[src/rtl/mux2_rr_arbiter_pkg.sv]
// Shared definitions for the two-requester round-robin arbiter.
//   state_t   : arbiter FSM encoding (idle, granted to 0, granted to 1)
//   cnt_width : width of the per-grant beat counter for a given burst limit
package mux2_rr_arbiter_pkg;

    typedef enum logic [1:0] {
        ST_IDLE = 2'd0,
        ST_GNT0 = 2'd1,
        ST_GNT1 = 2'd2
    } state_t;

    // The counter must hold 0..max_burst, so it needs clog2(max_burst+1) bits.
    function automatic int cnt_width(input int max_burst);
        return (max_burst < 1) ? 1 : $clog2(max_burst + 1);
    endfunction

endpackage

[src/rtl/mux2_rr_arbiter_mux2_bus.sv]
// WIDTH-wide 2:1 mux bank with the valid and last flags carried alongside
// the data bits. Each bit is an AND-OR gate-level mux cell, so the output
// only moves when the select or a data input moves.
//   i_sel              : 0 selects side a, 1 selects side b
//   i_a_* / i_b_*      : data, valid and last of each side
//   o_data/o_valid/o_last : selected side
module mux2_bus
    import mux2_rr_arbiter_pkg::*;
#(
    parameter int WIDTH = 8
) (
    input  logic             i_sel,
    input  logic [WIDTH-1:0] i_a_data,
    input  logic             i_a_valid,
    input  logic             i_a_last,
    input  logic [WIDTH-1:0] i_b_data,
    input  logic             i_b_valid,
    input  logic             i_b_last,
    output logic [WIDTH-1:0] o_data,
    output logic             o_valid,
    output logic             o_last
);

    localparam int BW = WIDTH + 2;

    logic [BW-1:0] w_a;
    logic [BW-1:0] w_b;
    logic [BW-1:0] w_y;

    assign w_a = {i_a_last, i_a_valid, i_a_data};
    assign w_b = {i_b_last, i_b_valid, i_b_data};

    for (genvar g = 0; g < BW; g++) begin : g_cell
        assign w_y[g] = (w_a[g] & ~i_sel) | (w_b[g] & i_sel);
    end

    assign o_data  = w_y[WIDTH-1:0];
    assign o_valid = w_y[WIDTH];
    assign o_last  = w_y[WIDTH+1];

endmodule

[src/rtl/mux2_rr_arbiter.sv]
// Two-requester round-robin arbiter driving a shared valid/ready channel.
// A grant is burst-locked: the owner keeps the channel until it sends a
// last beat or reaches MAX_BURST beats, then ownership is re-arbitrated.
// If the other side is waiting at that moment it takes over with no idle
// cycle in between.
//   clk, rst               : clock, asynchronous active-high reset
//   req/last/data{0,1}     : requester beats
//   ack{0,1}               : beat of that requester accepted this cycle
//   out_valid/data/last    : shared output channel, out_ready from consumer
//   owner                  : current select (0 = requester 0)
//   busy                   : a grant is active
//
// Handshake: a beat moves when out_valid and out_ready are both high on a
// rising edge; the accepting requester sees its ack high in that same cycle.
// out_valid never waits for out_ready.
module mux2_rr_arbiter
    import mux2_rr_arbiter_pkg::*;
#(
    parameter int WIDTH     = 8,
    parameter int MAX_BURST = 4
) (
    input  logic             clk,
    input  logic             rst,
    input  logic             req0,
    input  logic             last0,
    input  logic [WIDTH-1:0] data0,
    output logic             ack0,
    input  logic             req1,
    input  logic             last1,
    input  logic [WIDTH-1:0] data1,
    output logic             ack1,
    output logic             out_valid,
    output logic [WIDTH-1:0] out_data,
    output logic             out_last,
    input  logic             out_ready,
    output logic             owner,
    output logic             busy
);

    localparam int             CW        = cnt_width(MAX_BURST);
    localparam logic [CW-1:0]  LAST_BEAT = CW'(MAX_BURST - 1);

    state_t          r_state;
    state_t          w_state_nxt;
    logic            r_sel;
    logic            w_sel_nxt;
    logic            r_prio;
    logic            w_prio_nxt;
    logic [CW-1:0]   r_beat_cnt;
    logic [CW-1:0]   w_beat_cnt_nxt;

    logic            w_busy;
    logic            w_mux_valid;
    logic            w_mux_last;
    logic            w_xfer;
    logic            w_release;
    logic            w_other_req;

    mux2_bus #(
        .WIDTH (WIDTH)
    ) u_mux (
        .i_sel     (r_sel),
        .i_a_data  (data0),
        .i_a_valid (req0),
        .i_a_last  (last0),
        .i_b_data  (data1),
        .i_b_valid (req1),
        .i_b_last  (last1),
        .o_data    (out_data),
        .o_valid   (w_mux_valid),
        .o_last    (w_mux_last)
    );

    assign w_busy    = (r_state != ST_IDLE);
    assign busy      = w_busy;
    assign owner     = r_sel;
    assign out_valid = w_busy & w_mux_valid;
    assign out_last  = w_busy & w_mux_last;

    assign ack0 = (r_state == ST_GNT0) & req0 & out_ready;
    assign ack1 = (r_state == ST_GNT1) & req1 & out_ready;

    assign w_xfer      = ack0 | ack1;
    // The counter still holds the pre-increment value during the final beat.
    assign w_release   = w_xfer & (w_mux_last | (r_beat_cnt == LAST_BEAT));
    assign w_other_req = r_sel ? req0 : req1;

    always_comb begin
        w_state_nxt    = r_state;
        w_sel_nxt      = r_sel;
        w_prio_nxt     = r_prio;
        w_beat_cnt_nxt = r_beat_cnt;
        case (r_state)
            ST_IDLE: begin
                if (req0 && req1) begin
                    w_sel_nxt   = r_prio;
                    w_state_nxt = r_prio ? ST_GNT1 : ST_GNT0;
                end else if (req0) begin
                    w_sel_nxt   = 1'b0;
                    w_state_nxt = ST_GNT0;
                end else if (req1) begin
                    w_sel_nxt   = 1'b1;
                    w_state_nxt = ST_GNT1;
                end
            end
            ST_GNT0, ST_GNT1: begin
                if (w_release) begin
                    w_beat_cnt_nxt = '0;
                    w_prio_nxt     = ~r_sel;
                    if (w_other_req) begin
                        w_sel_nxt   = ~r_sel;
                        w_state_nxt = r_sel ? ST_GNT0 : ST_GNT1;
                    end else begin
                        w_state_nxt = ST_IDLE;
                    end
                end else if (w_xfer) begin
                    w_beat_cnt_nxt = r_beat_cnt + CW'(1);
                end
            end
            default: begin
                w_state_nxt = ST_IDLE;
            end
        endcase
    end

    always_ff @(posedge clk or posedge rst) begin
        if (rst) begin
            r_state    <= ST_IDLE;
            r_sel      <= 1'b0;
            r_prio     <= 1'b0;
            r_beat_cnt <= '0;
        end else begin
            r_state    <= w_state_nxt;
            r_sel      <= w_sel_nxt;
            r_prio     <= w_prio_nxt;
            r_beat_cnt <= w_beat_cnt_nxt;
        end
    end

endmodule

[config.mk]
export PLATFORM = sky130hd
export DESIGN_NAME = mux2_rr_arbiter
export DESIGN_NICKNAME = d
export VERILOG_FILES = /design/src/rtl/mux2_rr_arbiter_pkg.sv /design/src/rtl/mux2_rr_arbiter_mux2_bus.sv /design/src/rtl/mux2_rr_arbiter.sv
export SDC_FILE = /design/constraint.sdc
export NUM_CORES = 1
export LEC_CHECK = 0
export CORE_MARGIN = 2
export CORE_UTILIZATION = 38
export CTS_CLUSTER_DIAMETER = 50
export DETAILED_ROUTE_END_ITERATION = 10
export PLACE_DENSITY = 0.82
export SYNTH_ARGS = -nofsm -noshare
export SYNTH_HDL_FRONTEND = slang
export SYNTH_HIERARCHICAL = 1
export SYNTH_SLANG_ARGS = --single-unit
[constraint.sdc]
create_clock -name clk -period 2.05 [get_ports clk]
set_input_delay 0.41 -clock clk [delete_from_list [all_inputs] [get_ports clk]]
set_output_delay 0.41 -clock clk [all_outputs]
set_load 0.01 [all_outputs]
======== Yosys cells after proc, flatten, opt, wreduce, memory -nomap -nowiden ========
Cells that the tools add are included.
storage, ports and cells
  word-level logic and storage cells ...... 78
  register bits ........................... 7
  output and inout bits ................... 14
  input port bits ......................... 23
operators by class
  bitwise gates (word level) .............. 40
  mux-type cells .......................... 17
  reductions and logical operators ........ 10
  eq/ne operators ......................... 6
  add/sub/neg operators ................... 1
operators by type and width
  operator               number
  $and A1 B1 Y1          27
  $mux W2                7
  $or A1 B1 Y1           12
  $mux W1                6
  $mux W3                2
  $reduce_and A2 Y1      3
  $reduce_bool A2 Y1     3
  $ne A2 B2 Y1 const B   2
  $ne A4 B4 Y1 const B   1
  $pmux W2 S2            1
  $reduce_and A4 Y1      1
  $add A3 B1 Y3 const B  1
  $eq A3 B2 Y1 const B   1
  $eq A2 B1 Y1 const B   1
  $eq A2 B2 Y1 const B   1
  $logic_not A2 Y1       1
  $pmux W1 S2            1
  $reduce_or A2 Y1       1
  $logic_and A1 B1 Y1    1
  $not A1 Y1             1

======== Logic depth before layout (Yosys ltp) ========
  word-level depth ........................ 7
  mapped depth ............................ 6
  mapped depth without buffers ............ 6

======== Cells and area by module ========
The synthesis kept the hierarchy.
by module, submodules not included
  module           cells each  times used  area an instance (µm²)
  mux2_rr_arbiter  51          1           516.7
  mux2_bus         11          1           161.4

======== Worst setup path after synthesis ========
No wires, ideal clock.
  kind .................................... register -> register
  start ................................... register r_sel, in the netlist owner
  end ..................................... register r_state[0]
  arrival time ............................ 1.669 ns
  stages on the path, launching flop included .. 7
  library setup time ...................... 0.122 ns
  path slack .............................. 0.260 ns
  required time ........................... 1.928 ns
  path through ............................ dfrtp_1 buf_6 mux2_4 nor2_1 nand3b_4 a21oi_2 a32o_1
on the way
  longest elaborated chain between the ends .. 7
  elaborated cells between the ends (all ways) .. 13
  classes of those cells .................. eq/ne (1); mux (5); bitwise (6); reduce/logical (1)
RTL lines
  what                                  RTL line                        source
  from (decl)                           mux2_rr_arbiter.sv:45           logic r_sel;
  from (signal assigned)                mux2_rr_arbiter.sv:134          r_sel <= w_sel_nxt;
  $not A1 Y1                            mux2_rr_arbiter_mux2_bus.sv:34  assign w_y[g] = (w_a[g] & ~i_sel) | (w_b[g] & i_sel);
  $and A1 B1 Y1                         mux2_rr_arbiter_mux2_bus.sv:34
  $or A1 B1 Y1 *                        mux2_rr_arbiter_mux2_bus.sv:34
  net w_mux_last                        mux2_rr_arbiter.sv:54           logic w_mux_last;
  $or A1 B1 Y1 *                        mux2_rr_arbiter.sv:85           assign w_release = w_xfer & (w_mux_last | (r_beat_cnt == LAST_BEAT));
  $and A1 B1 Y1 *                       mux2_rr_arbiter.sv:85
  $ne A2 B2 Y1 (no source line) *       -
  $reduce_and A2 Y1 (no source line) *  -
  to (signal assigned)                  mux2_rr_arbiter.sv:133          r_state <= w_state_nxt;
  to (decl)                             mux2_rr_arbiter.sv:43           state_t r_state;
The timed path passes the listed nets; every way through them passes the cells marked *. The select of a mux whose other input is x is not followed.
A chain may end at the register's enable or synchronous reset.

======== Final worst setup path ========
  start ................................... input port req1
  end ..................................... output port out_valid
on the way
  longest elaborated chain between the ends .. 3
RTL lines
  what             RTL line                        source
  from (decl)      mux2_rr_arbiter.sv:28           input logic req1,
  $and A1 B1 Y1    mux2_rr_arbiter_mux2_bus.sv:34
  $or A1 B1 Y1     mux2_rr_arbiter_mux2_bus.sv:34
  net w_mux_valid  mux2_rr_arbiter.sv:53           logic w_mux_valid;
  $and A1 B1 Y1    mux2_rr_arbiter.sv:77           assign out_valid = w_busy & w_mux_valid;
  to (decl)        mux2_rr_arbiter.sv:32           output logic out_valid,
The timed path passes the listed nets, and every way through them passes these cells.

==> flow_metrics.env <==
export IMPL_tightest_slew_ns=0.265
export IMPL_setup_viol_count_final=0
export IMPL_start_kind="input pin"
export IMPL_synth_top_area_share_pct=25.8
export IMPL_pin_count=37
export IMPL_synth_area_leaders="dfrtp_1, mux2_4, ha_1, a21o_1, inv_1"
export IMPL_worst_path_max_delay_cell="clkdlybuf4s50_1"
export IMPL_area_growth_pct=71.0
export IMPL_yosys_area_top_type="dfrtp_1"
export IMPL_avgViaCountPerCell=4.77
export IMPL_nFillCells=137
export IMPL_clkSlewWorstSetupHoldPaths_ns=0.05
export IMPL_design_area_um2=1160
export IMPL_cts_tree="done"
export IMPL_syn_avg_cell_area_um2=10.9
export IMPL_power_density_nw_per_um2=1080
export IMPL_dr_pass1_iters=2
export IMPL_intPower_mw=0.768
export IMPL_dp_hpwl_um=1450
export IMPL_r2r_end="r_state[1]$_DFFE_PP0P_"
export IMPL_rsz0062_at_grt="no"
export IMPL_cp_max_fo=3
export IMPL_grt_util_all_layers_pct=17.5
export IMPL_cts_sinks=7
export IMPL_avgRoutedWirePerCell_um=12.9
export IMPL_path_class="in -> out"
export IMPL_synth_seq_area_share_pct=25.8
export IMPL_ant_nets=0
export IMPL_drt_iter0_drc=4
export IMPL_num_rows=15
export IMPL_p_leak_nw=0.613
export IMPL_arrival_ns=1.52
export IMPL_synth_cell_type_count=24
export IMPL_drt_wl_total_um=1770
export IMPL_cpLargestDelayFamily="buffers and inverters"
export IMPL_syn_cell_area_um2=678
export IMPL_fmax_ghz=0.519
export IMPL_tns_ns=0
export IMPL_num_nets_final=142
export IMPL_rr_startpoint="owner$_DFFE_PP0P_"
export IMPL_grt_max_degree=9
export IMPL_antenna_found_initial=0
export IMPL_p_sw_share_pct=38.9
export IMPL_critPathCaptureType="output pin"
export IMPL_p_seq_share_pct=20.0
export IMPL_floorplan_die_height_um=46.2
export IMPL_postSynthCellCount=62
export IMPL_synth_warnings=6
export IMPL_cp_cell_sequence="clkdlybuf4s50_1, mux2_4, nor2b_1, dlygate4sd2_1"
export IMPL_overflow=0
export IMPL_ys_seq_elements=7
export IMPL_irDropWorstVdd_uv=851
export IMPL_relSlewSlack_pct=82.2
export IMPL_io_buffers=36
export IMPL_synth_edff_count=0
export IMPL_core_area_um2=1710
export IMPL_synth_nets=91
export IMPL_cts_inserted_buffers=3
export IMPL_final_hold_viol_count=0
export IMPL_start_util_pct=39.7
export IMPL_cts_max_level=1
export IMPL_drc=0
export IMPL_antennaDiodeCount=0
export IMPL_p_switching_mw=0.489
export IMPL_min_path_type="in -> async"
export IMPL_path_buf_inv=2
export IMPL_final_period_utilization_pct=94.0
export IMPL_die_x_um=46.2
export IMPL_grt_pass1_wl_um=2620
export IMPL_status="completed"
export IMPL_worst_endpoint_required_ns=1.64
export IMPL_p_clk_share_pct=9.4
export IMPL_r2r_cells=6
export IMPL_max_cap_violations=0
export IMPL_dpl_instance_area_um2=1130
export IMPL_num_vias=654
export IMPL_reg2reg_slack_ns=0.40
export IMPL_synthFlopType="dfrtp_1"
export IMPL_drive_above_1_share_pct=27.7
export IMPL_slew_violations=0
export IMPL_clk_insertion_delay_late_ns=0.24
export IMPL_root_buffer="clkbuf_4"
export IMPL_die_area_um2=2140
export IMPL_gp_congestion=0.793
export IMPL_fin_skew_ns=0.0000676
export IMPL_cpPeakStageDelay_ns=0.44
export IMPL_combPwrFrac_pct=70.6
export IMPL_min_period_ns=1.93
export IMPL_clockBufferDepth=2
export IMPL_grt_pass1_vias=619
export IMPL_async_flop_share_pct=100
-- power groups by stage --
stage	clock (mW)	combinational [mW]	sequential, mW
3_3_place_gp	0	0.880	0.252
3_5_place_dp	0	0.907	0.256
2_1_floorplan	0	0.558	0.248
4_1_cts	0.125	0.878	0.251
5_1_grt	0.134	0.964	0.260
6_report	0.118	0.887	0.252
-- synth_stat cells (2+ instances only) --
master,number
a21oi_1,2
o21ai_0,2
mux2_4,10
dfrtp_1,7
ha_1,6
a32o_1,2
inv_1,6
and3_1,2
nor2_1,2
o22ai_1,2
nor2b_1,3
nand2_1,4
a21o_1,3
-- flip-flops by register name, indices dropped and copies added (netlist names) --
name / flops
owner: 1
r_prio: 1
r_state: 2
r_beat_cnt: 3
-- cell type report --
| type | instances | area, µm² | share of cell area, % |
|---|---|---|---|
| multi-input combinational | 48 | 469 | 40.5 |
| tap | 25 | 31.3 | 2.70 |
| timing repair buffer | 47 | 434 | 37.4 |
| clock buffer | 4 | 26.3 | 2.27 |
| sequential | 7 | 176 | 15.2 |
| inverter | 6 | 22.5 | 1.94 |
-- stage by stage --
stage          hold slack [ns]  setup slack, ns  std cells  util [%]  power [mW]
2_1_floorplan            0.213            0.260         62         -       0.806
6_report                 0.404            0.124        137      67.9        1.26
4_1_cts                  0.397           0.0142        136      67.2        1.25
3_5_place_dp             0.474          -0.0748        131      65.9        1.16
5_1_grt                  0.429           0.0985        137      67.9        1.36
3_3_place_gp             0.465          -0.0705        131      65.9        1.13
-- metal layers --
layer,track usage (%),share of wire [%]
met1,19.5,40
met2,30.3,50
met3,4.71,10
met4,8.57,0
met5,0,0
-- repair_timing --
| action | 4_1_cts | 5_1_grt |
|---|---|---|
| endpoints found under the setup margin | 13 | 2 |
| hold buffers | 0 | 0 |
| setup buffers | 1 | 1 |
| gates resized for setup | 12 | 2 |
-- layout by cell type, fill, tap and decap left out --
master and n:
dfrtp_2 1, a21oi_1 2, nor2_1 2, nand3b_4 1
a21boi_0 1, dlymetal6s2s_1 2, nor3_1 1, o21ai_0 2
a21o_1 3, clkdlybuf4s50_1 23, clkbuf_4 3, ha_1 6
a21oi_2 1, buf_4 11, dfrtp_1 6, dlygate4sd2_1 11
a32o_1 2, o22ai_1 2, a22o_4 1, nor4_2 1
nand3_2 1, mux2i_1 1, o41ai_2 1, clkbuf_1 1
o31ai_1 1, mux2_4 10, and3_1 2, nor2b_1 3
nand2_1 4, inv_1 6
-- kinds of logic (layout without fill, tap and decap cells) --
group                    count (synthesis)  after routing  share of synthesized area (%)
adder cells (fa/ha/maj)                  6              6                           11.1
AND/OR/NAND/NOR                         15             15                           14.9
multiplexers                            11             11                           23.6
buffers and inverters                    7             57                           4.98
flip-flops                               7              7                           25.8
AO/OA/AOI/OAI                           16             16                           19.6
-- how the worst max path moves through the flow --
stage | endpoint | slack (ns) | from | cells after the start
floorplan | r_state[0]$_DFFE_PP0P_ | 0.26 | owner$_DFFE_PP0P_ | 6
global route | out_valid | 0.1 | req1 | 4
detailed placement | out_valid | -0.07 | req1 | 4
finish | out_valid | 0.12 | req1 | 4
global placement | out_valid | -0.07 | req1 | 4
CTS | busy | 0.01 | r_state[1]$_DFFE_PP0P_ | 4
Power figures use the tool's default switching activity.
